===== config.mk =====
export PLATFORM = sky130hd
export DESIGN_NAME = hdc_assoc_search
export DESIGN_NICKNAME = d
export VERILOG_FILES = /design/src/rtl/hdc_assoc_search.sv
export SDC_FILE = /design/constraint.sdc
export NUM_CORES = 1
export LEC_CHECK = 0
export ABC_CLOCK_PERIOD_IN_PS = 8900
export CORE_MARGIN = 8
export CORE_UTILIZATION = 50
export CTS_CLUSTER_DIAMETER = 40
export DETAILED_ROUTE_END_ITERATION = 10
export GPL_ROUTABILITY_DRIVEN = 0
export HOLD_SLACK_MARGIN = 0.1
export PLACE_DENSITY = 0.76
export SYNTH_ARGS = -nofsm -noshare
export SYNTH_HDL_FRONTEND = slang
export SYNTH_SLANG_ARGS = --single-unit

===== constraint.sdc =====
create_clock -name clk -period 8.9 [get_ports clk]
set_input_delay 1.335 -clock clk [delete_from_list [all_inputs] [get_ports clk]]
set_output_delay 1.335 -clock clk [all_outputs]
set_load 0.05 [all_outputs]

===== src/rtl/hdc_assoc_search.sv =====
// Associative-memory search stage.
// Buffers one query hypervector (NUM_FRAMES frames of FRAME_W bits). It then
// walks every (class, frame) address of the class hypervector generator, one
// frame per cycle, and accumulates the Hamming distance per class. The class
// with the smallest distance is reported; on a tie the lowest class id wins.
//
// Ports:
//   clk, rst         single clock, synchronous active-high reset
//   query_frame      query frame data; query_valid/query_ready handshake
//   cv_frame_id      class address to the generator
//   cv_frame_index   frame address to the generator
//   class_vec_in     generator data for the current address (same cycle)
//   busy             high while searching or holding a result
//   result_valid     result handshake, with result_ready
//   best_class       winning class id
//   best_dist        winning Hamming distance
module hdc_assoc_search #(
  parameter int unsigned FRAME_W     = 64,
  parameter int unsigned NUM_FRAMES  = 3,
  parameter int unsigned NUM_CLASSES = 8,
  parameter int unsigned CLASS_W     = 3,
  parameter int unsigned FIDX_W      = 2,
  parameter int unsigned DIST_W      = 8
) (
  input  logic               clk,
  input  logic               rst,
  input  logic [FRAME_W-1:0] query_frame,
  input  logic               query_valid,
  output logic               query_ready,
  output logic [CLASS_W-1:0] cv_frame_id,
  output logic [FIDX_W-1:0]  cv_frame_index,
  input  logic [FRAME_W-1:0] class_vec_in,
  output logic               busy,
  output logic               result_valid,
  input  logic               result_ready,
  output logic [CLASS_W-1:0] best_class,
  output logic [DIST_W-1:0]  best_dist
);

  localparam logic [FIDX_W-1:0]  LastFrame = FIDX_W'(NUM_FRAMES - 1);
  localparam logic [CLASS_W-1:0] LastClass = CLASS_W'(NUM_CLASSES - 1);

  typedef enum logic [1:0] {StLoad, StSearch, StDone} state_e;

  state_e             state_q;
  logic [FIDX_W-1:0]  lcnt_q;
  logic [FRAME_W-1:0] query_buf_q [NUM_FRAMES];
  logic [DIST_W-1:0]  acc_q;
  logic [DIST_W-1:0]  min_dist_q;
  logic [CLASS_W-1:0] min_class_q;

  logic               frame_accept;
  logic [FRAME_W-1:0] diff;
  logic [DIST_W-1:0]  frame_dist;
  logic [DIST_W-1:0]  total;
  logic               new_min;
  logic [DIST_W-1:0]  win_dist;
  logic [CLASS_W-1:0] win_class;

  assign frame_accept = query_valid & query_ready;

  // Distance of the current frame and the running-minimum update that would
  // apply if this is the last frame of the class.
  always_comb begin
    diff       = query_buf_q[cv_frame_index] ^ class_vec_in;
    frame_dist = '0;
    for (int i = 0; i < FRAME_W; i++) begin
      frame_dist = frame_dist + DIST_W'(diff[i]);
    end
    total     = acc_q + frame_dist;
    // Strict compare keeps the earlier (lower) class id on a tie.
    new_min   = total < min_dist_q;
    win_dist  = new_min ? total : min_dist_q;
    win_class = new_min ? cv_frame_id : min_class_q;
  end

  always_ff @(posedge clk) begin
    if (rst) begin
      state_q        <= StLoad;
      lcnt_q         <= '0;
      acc_q          <= '0;
      min_dist_q     <= '0;
      min_class_q    <= '0;
      query_ready    <= 1'b0;
      busy           <= 1'b0;
      result_valid   <= 1'b0;
      best_class     <= '0;
      best_dist      <= '0;
      cv_frame_id    <= '0;
      cv_frame_index <= '0;
    end else begin
      unique case (state_q)
        StLoad: begin
          query_ready <= 1'b1;
          if (frame_accept) begin
            query_buf_q[lcnt_q] <= query_frame;
            lcnt_q              <= lcnt_q + 1'b1;
            if (lcnt_q == LastFrame) begin
              query_ready    <= 1'b0;
              busy           <= 1'b1;
              state_q        <= StSearch;
              cv_frame_id    <= '0;
              cv_frame_index <= '0;
              acc_q          <= '0;
              min_dist_q     <= '1;
              min_class_q    <= '0;
            end
          end
        end
        StSearch: begin
          if (cv_frame_index == LastFrame) begin
            min_dist_q     <= win_dist;
            min_class_q    <= win_class;
            acc_q          <= '0;
            cv_frame_index <= '0;
            if (cv_frame_id == LastClass) begin
              cv_frame_id  <= '0;
              best_class   <= win_class;
              best_dist    <= win_dist;
              result_valid <= 1'b1;
              state_q      <= StDone;
            end else begin
              cv_frame_id <= cv_frame_id + 1'b1;
            end
          end else begin
            acc_q          <= total;
            cv_frame_index <= cv_frame_index + 1'b1;
          end
        end
        StDone: begin
          if (result_ready) begin
            result_valid <= 1'b0;
            busy         <= 1'b0;
            query_ready  <= 1'b1;
            lcnt_q       <= '0;
            state_q      <= StLoad;
          end
        end
        default: state_q <= StLoad;
      endcase
    end
  end

endmodule


==> impl_metrics.ini <==
[global_routing]
grt_max_degree = 65
overflow = 0
antenna_found_initial = 2
grt_use_total_pct = 18.3
grt_pass1_vias = 7793
grt_pass1_wl_mm = 40.9

[worst_hold_path]
holdPathEnd = best_dist[1]
min_path_type = flop to flop
min_path_cells = 2
worstHoldStart = best_dist[1]

[synthesis]
synthTopCellsByArea = edfxtp_1 50%, fa_1 9.7%, dfxtp_1 7.6%, mux2i_1 5.5%, ha_1 3.9%
synthArstFlopShare_pct = 0
ys_types = 57
synth_fp_nets = 1095
syn_avg_cell_area_sq_um = 13.3
yosysSeqAreaShare_pct = 57.3
ys_ff_latch = 236
netlist_area_sq_mm = 0.0116
synth_ff_type = edfxtp_1
synth_cells = 871
synth_top_area_cell = edfxtp_1
ys_warn_count = 0
yosysTopAreaCellShare_pct = 49.7
synth-edff-count = 192

[detailed_routing]
drtIter0Drc = 436
drc_errors = 0
first_pass_iters = 4
routed_wl_mm = 26.0
routed_via_density = 5.26
wl_per_cell_microns = 18.9
vias = 7206
antenna_left = 0

[timing]
rsz0062_at_grt = true
final.period_utilization_pct = 97.4
fin_skew_ns = 0.0158
slew_viol_final = 0
slew-limit-headroom_pct = 31.3
setup-violations-final = 0
hold_viol_final = 0
setup_slack_ns = 0.232
min_period_ns = 8.67
worst_slew_pin_slew_ns = 1.03
clock.fmax_mhz = 115

[cts]
htree_num_levels = 1
cts_tree = built
hold_buffers = 0
cts.clk_slew.worst_paths_ns = 0.06
post_cts_buffers = 0
cts_buffer_depth = 3
cts_sinks = 236
clk_latency_ns = 0.54
cts_buffers = 31
cts_root_buf = clkbuf_16

[worst_setup_path]
critical-path-top-delay-family = adder cells
max_stage_delay_ns = 0.56
critical_path_class = primary input to flop
required_ns = 9.34
start_kind = primary input
crit_top_cell = fa_1
r2r_end = best_class[1]
cp-end-kind = flop
slowest_stage = fa_1
critPathMaxFanout = 11
crit_chain = clkdlybuf4s50_1, xor2_2, fa_1, fa_1, fa_1, inv_1, fa_1, fa_1, inv_1, fa_1, inv_1, fa_1, fa_1, fa_2, fa_1, nand2b_1, a2111o_1, o211ai_2, ha_1, and4_4, o41ai_4, o21a_2, nand2_1, a311oi_2
worst-path-stages = 24
crit_buf_inv = 4
worst-r2r-cell-count = 25
regToRegSetupSlack_ns = 0.47
crit_arrival_ns = 9.10

[placed_design]
post-dp-hpwl_mm = 18.2
pre_cts_ws_ns = -0.563
port_buffers = 150

[final_layout]
drive_gt1_share_pct = 11.9
nNetsFinal = 1284
fillers = 1693
areaGrowthSynthToFinish_pct = 27.2
postLayoutCoreUtil_pct = 65.0

[job]
max_cap_violations = 0

[outcome]
status = finished clean

[floorplanning]
die_w_microns = 168
die_area_sq_mm = 0.0283
start_util_pct = 51.1
io_pins = 151
row_count = 55
die_h_microns = 168
core_sq_mm = 0.0227
==> stage by stage <==
step	hold slack (ns)	TNS (ns)	instances	cell area, sq um
after floorplan	0.436	0	871	11600
after global placement	0.443	-7.08	1312	13700
after detailed placement	0.450	-9.84	1312	13700
after CTS	0.458	0	1369	14700
after global routing	0.483	-0.00476	1370	14800
final	0.458	0	1371	14800
==> synth_stat cells, types with 2 or more instances <==
master,instances
clkbuf_1,16
dfxtp_1,44
buf_1,2
a21o_1,3
buf_2,12
buf_4,2
fa_1,56
nor4_2,2
a211oi_2,3
xor2_1,44
nand2_1,83
nor3b_1,4
a311oi_2,8
a22oi_1,5
a211oi_1,4
inv_1,60
nor2_2,2
a21oi_1,27
o21ai_0,68
o211ai_1,4
a31oi_1,2
nor2_1,41
nand3_1,5
nor3_2,2
o21a_1,5
o21ai_1,4
buf_6,2
nor2b_1,2
nand2b_1,4
nor3_1,9
edfxtp_1,192
o31ai_1,2
xnor2_1,25
and2_1,5
o311ai_1,2
mux2i_1,64
ha_1,36
==> cell usage in the layout (no fill, tap or decap), types with 5 or more instances in the layout <==
| cell type | count |
|---|---|
| edfxtp_1 | 192 |
| clkdlybuf4s50_1 | 150 |
| nand2_1 | 83 |
| o21ai_0 | 68 |
| mux2i_1 | 64 |
| inv_1 | 60 |
| fa_1 | 55 |
| xor2_1 | 43 |
| dfxtp_1 | 42 |
| nor2_1 | 41 |
| buf_4 | 37 |
| ha_1 | 36 |
| clkbuf_16 | 31 |
| a21oi_1 | 27 |
| xnor2_1 | 25 |
| nor3_1 | 9 |
| a311oi_2 | 8 |
| clkinv_2 | 6 |
| nand3_1 | 5 |
| a22oi_1 | 5 |
==> registers in the layout (all words and copies together), names as in the netlist, named ones only <==
register / cells
best_dist: 8
acc_q: 8
busy: 1
result_valid: 1
query_buf_q: 192
lcnt_q: 2
min_dist_q: 8
best_class: 3
query_ready: 1
min_class_q: 3
cv_frame_index: 2
cv_frame_id: 3
state_q: 2
==> worst reg2reg max path, stage by stage, from the launching register on <==
cell and delay, ns:
dfxtp_4 0.62, buf_12 0.24, o21ai_0 0.14, xor2_1 0.18, fa_1 0.54, inv_1 0.06, fa_1 0.53, inv_1 0.05
fa_1 0.54, fa_1 0.47, fa_1 0.52, fa_1 0.54, inv_1 0.05, fa_1 0.56, fa_1 0.46, fa_2 0.42
fa_1 0.38, nand2b_1 0.19, a2111o_1 0.38, o211ai_2 0.09, ha_1 0.30, and4_4 0.21, o41ai_4 0.08, o21a_2 0.36
nand2_1 0.13, a311oi_2 0.27
==> worst max-delay path by stage <==
stage / startpoint / endpoint / slack (ns)
after detailed placement: class_vec_in[26] / best_class[1] / -0.56
final: class_vec_in[62] / best_class[1] / 0.23
after CTS: class_vec_in[26] / min_class_q[2] / 0.05
after global routing: class_vec_in[32] / best_class[1] / -0.005
after global placement: class_vec_in[26] / best_dist[5] / -0.40
after floorplan: class_vec_in[26] / best_class[0] / 0.42
==> per-layer routing <==
layer  track usage [%]  vias up  share of wire (%)
li1                  -     3487                  -
met1              22.0     3497                 41
met2              31.9      180                 50
met3              4.96       40                6.8
met4              5.12        2                1.9
met5                 0        -              0.050
==> repair_timing <==
item	in CTS	in global routing
setup endpoints to repair	1	20
endpoints found under the hold margin	0	0
resized for setup	1	6
pin swaps	0	4
==> kinds of logic after synthesis <==
family                     Yosys count  share of synthesized area [%]
DFF                                236                           57.3
xor gates and xnor gates            69                           5.21
and+or+nand+nor                    167                           6.56
buffers and inverters               94                           3.36
AOI/OAI and AO/OA                  149                           8.56
muxes                               64                           5.52
adders and majority gates           92                           13.5
==> area by class of cell <==
type                            instances  area (sq um)  area share [%]
Inverter                               60           225            1.53
Multi-Input combinational cell        541          4610            31.3
Antenna cell                            2          5.00          0.0339
Clock inverter                         23           272            1.84
Sequential cell                       236          6650            45.1
Clock buffer                           34           797            5.40
Timing Repair Buffer                  190          1840            12.5
Tap cell                              285           357            2.42
Power is left out: the tool's default activity adds up to more than one toggle a clock period on the data nets, which glitch-free logic cannot reach.
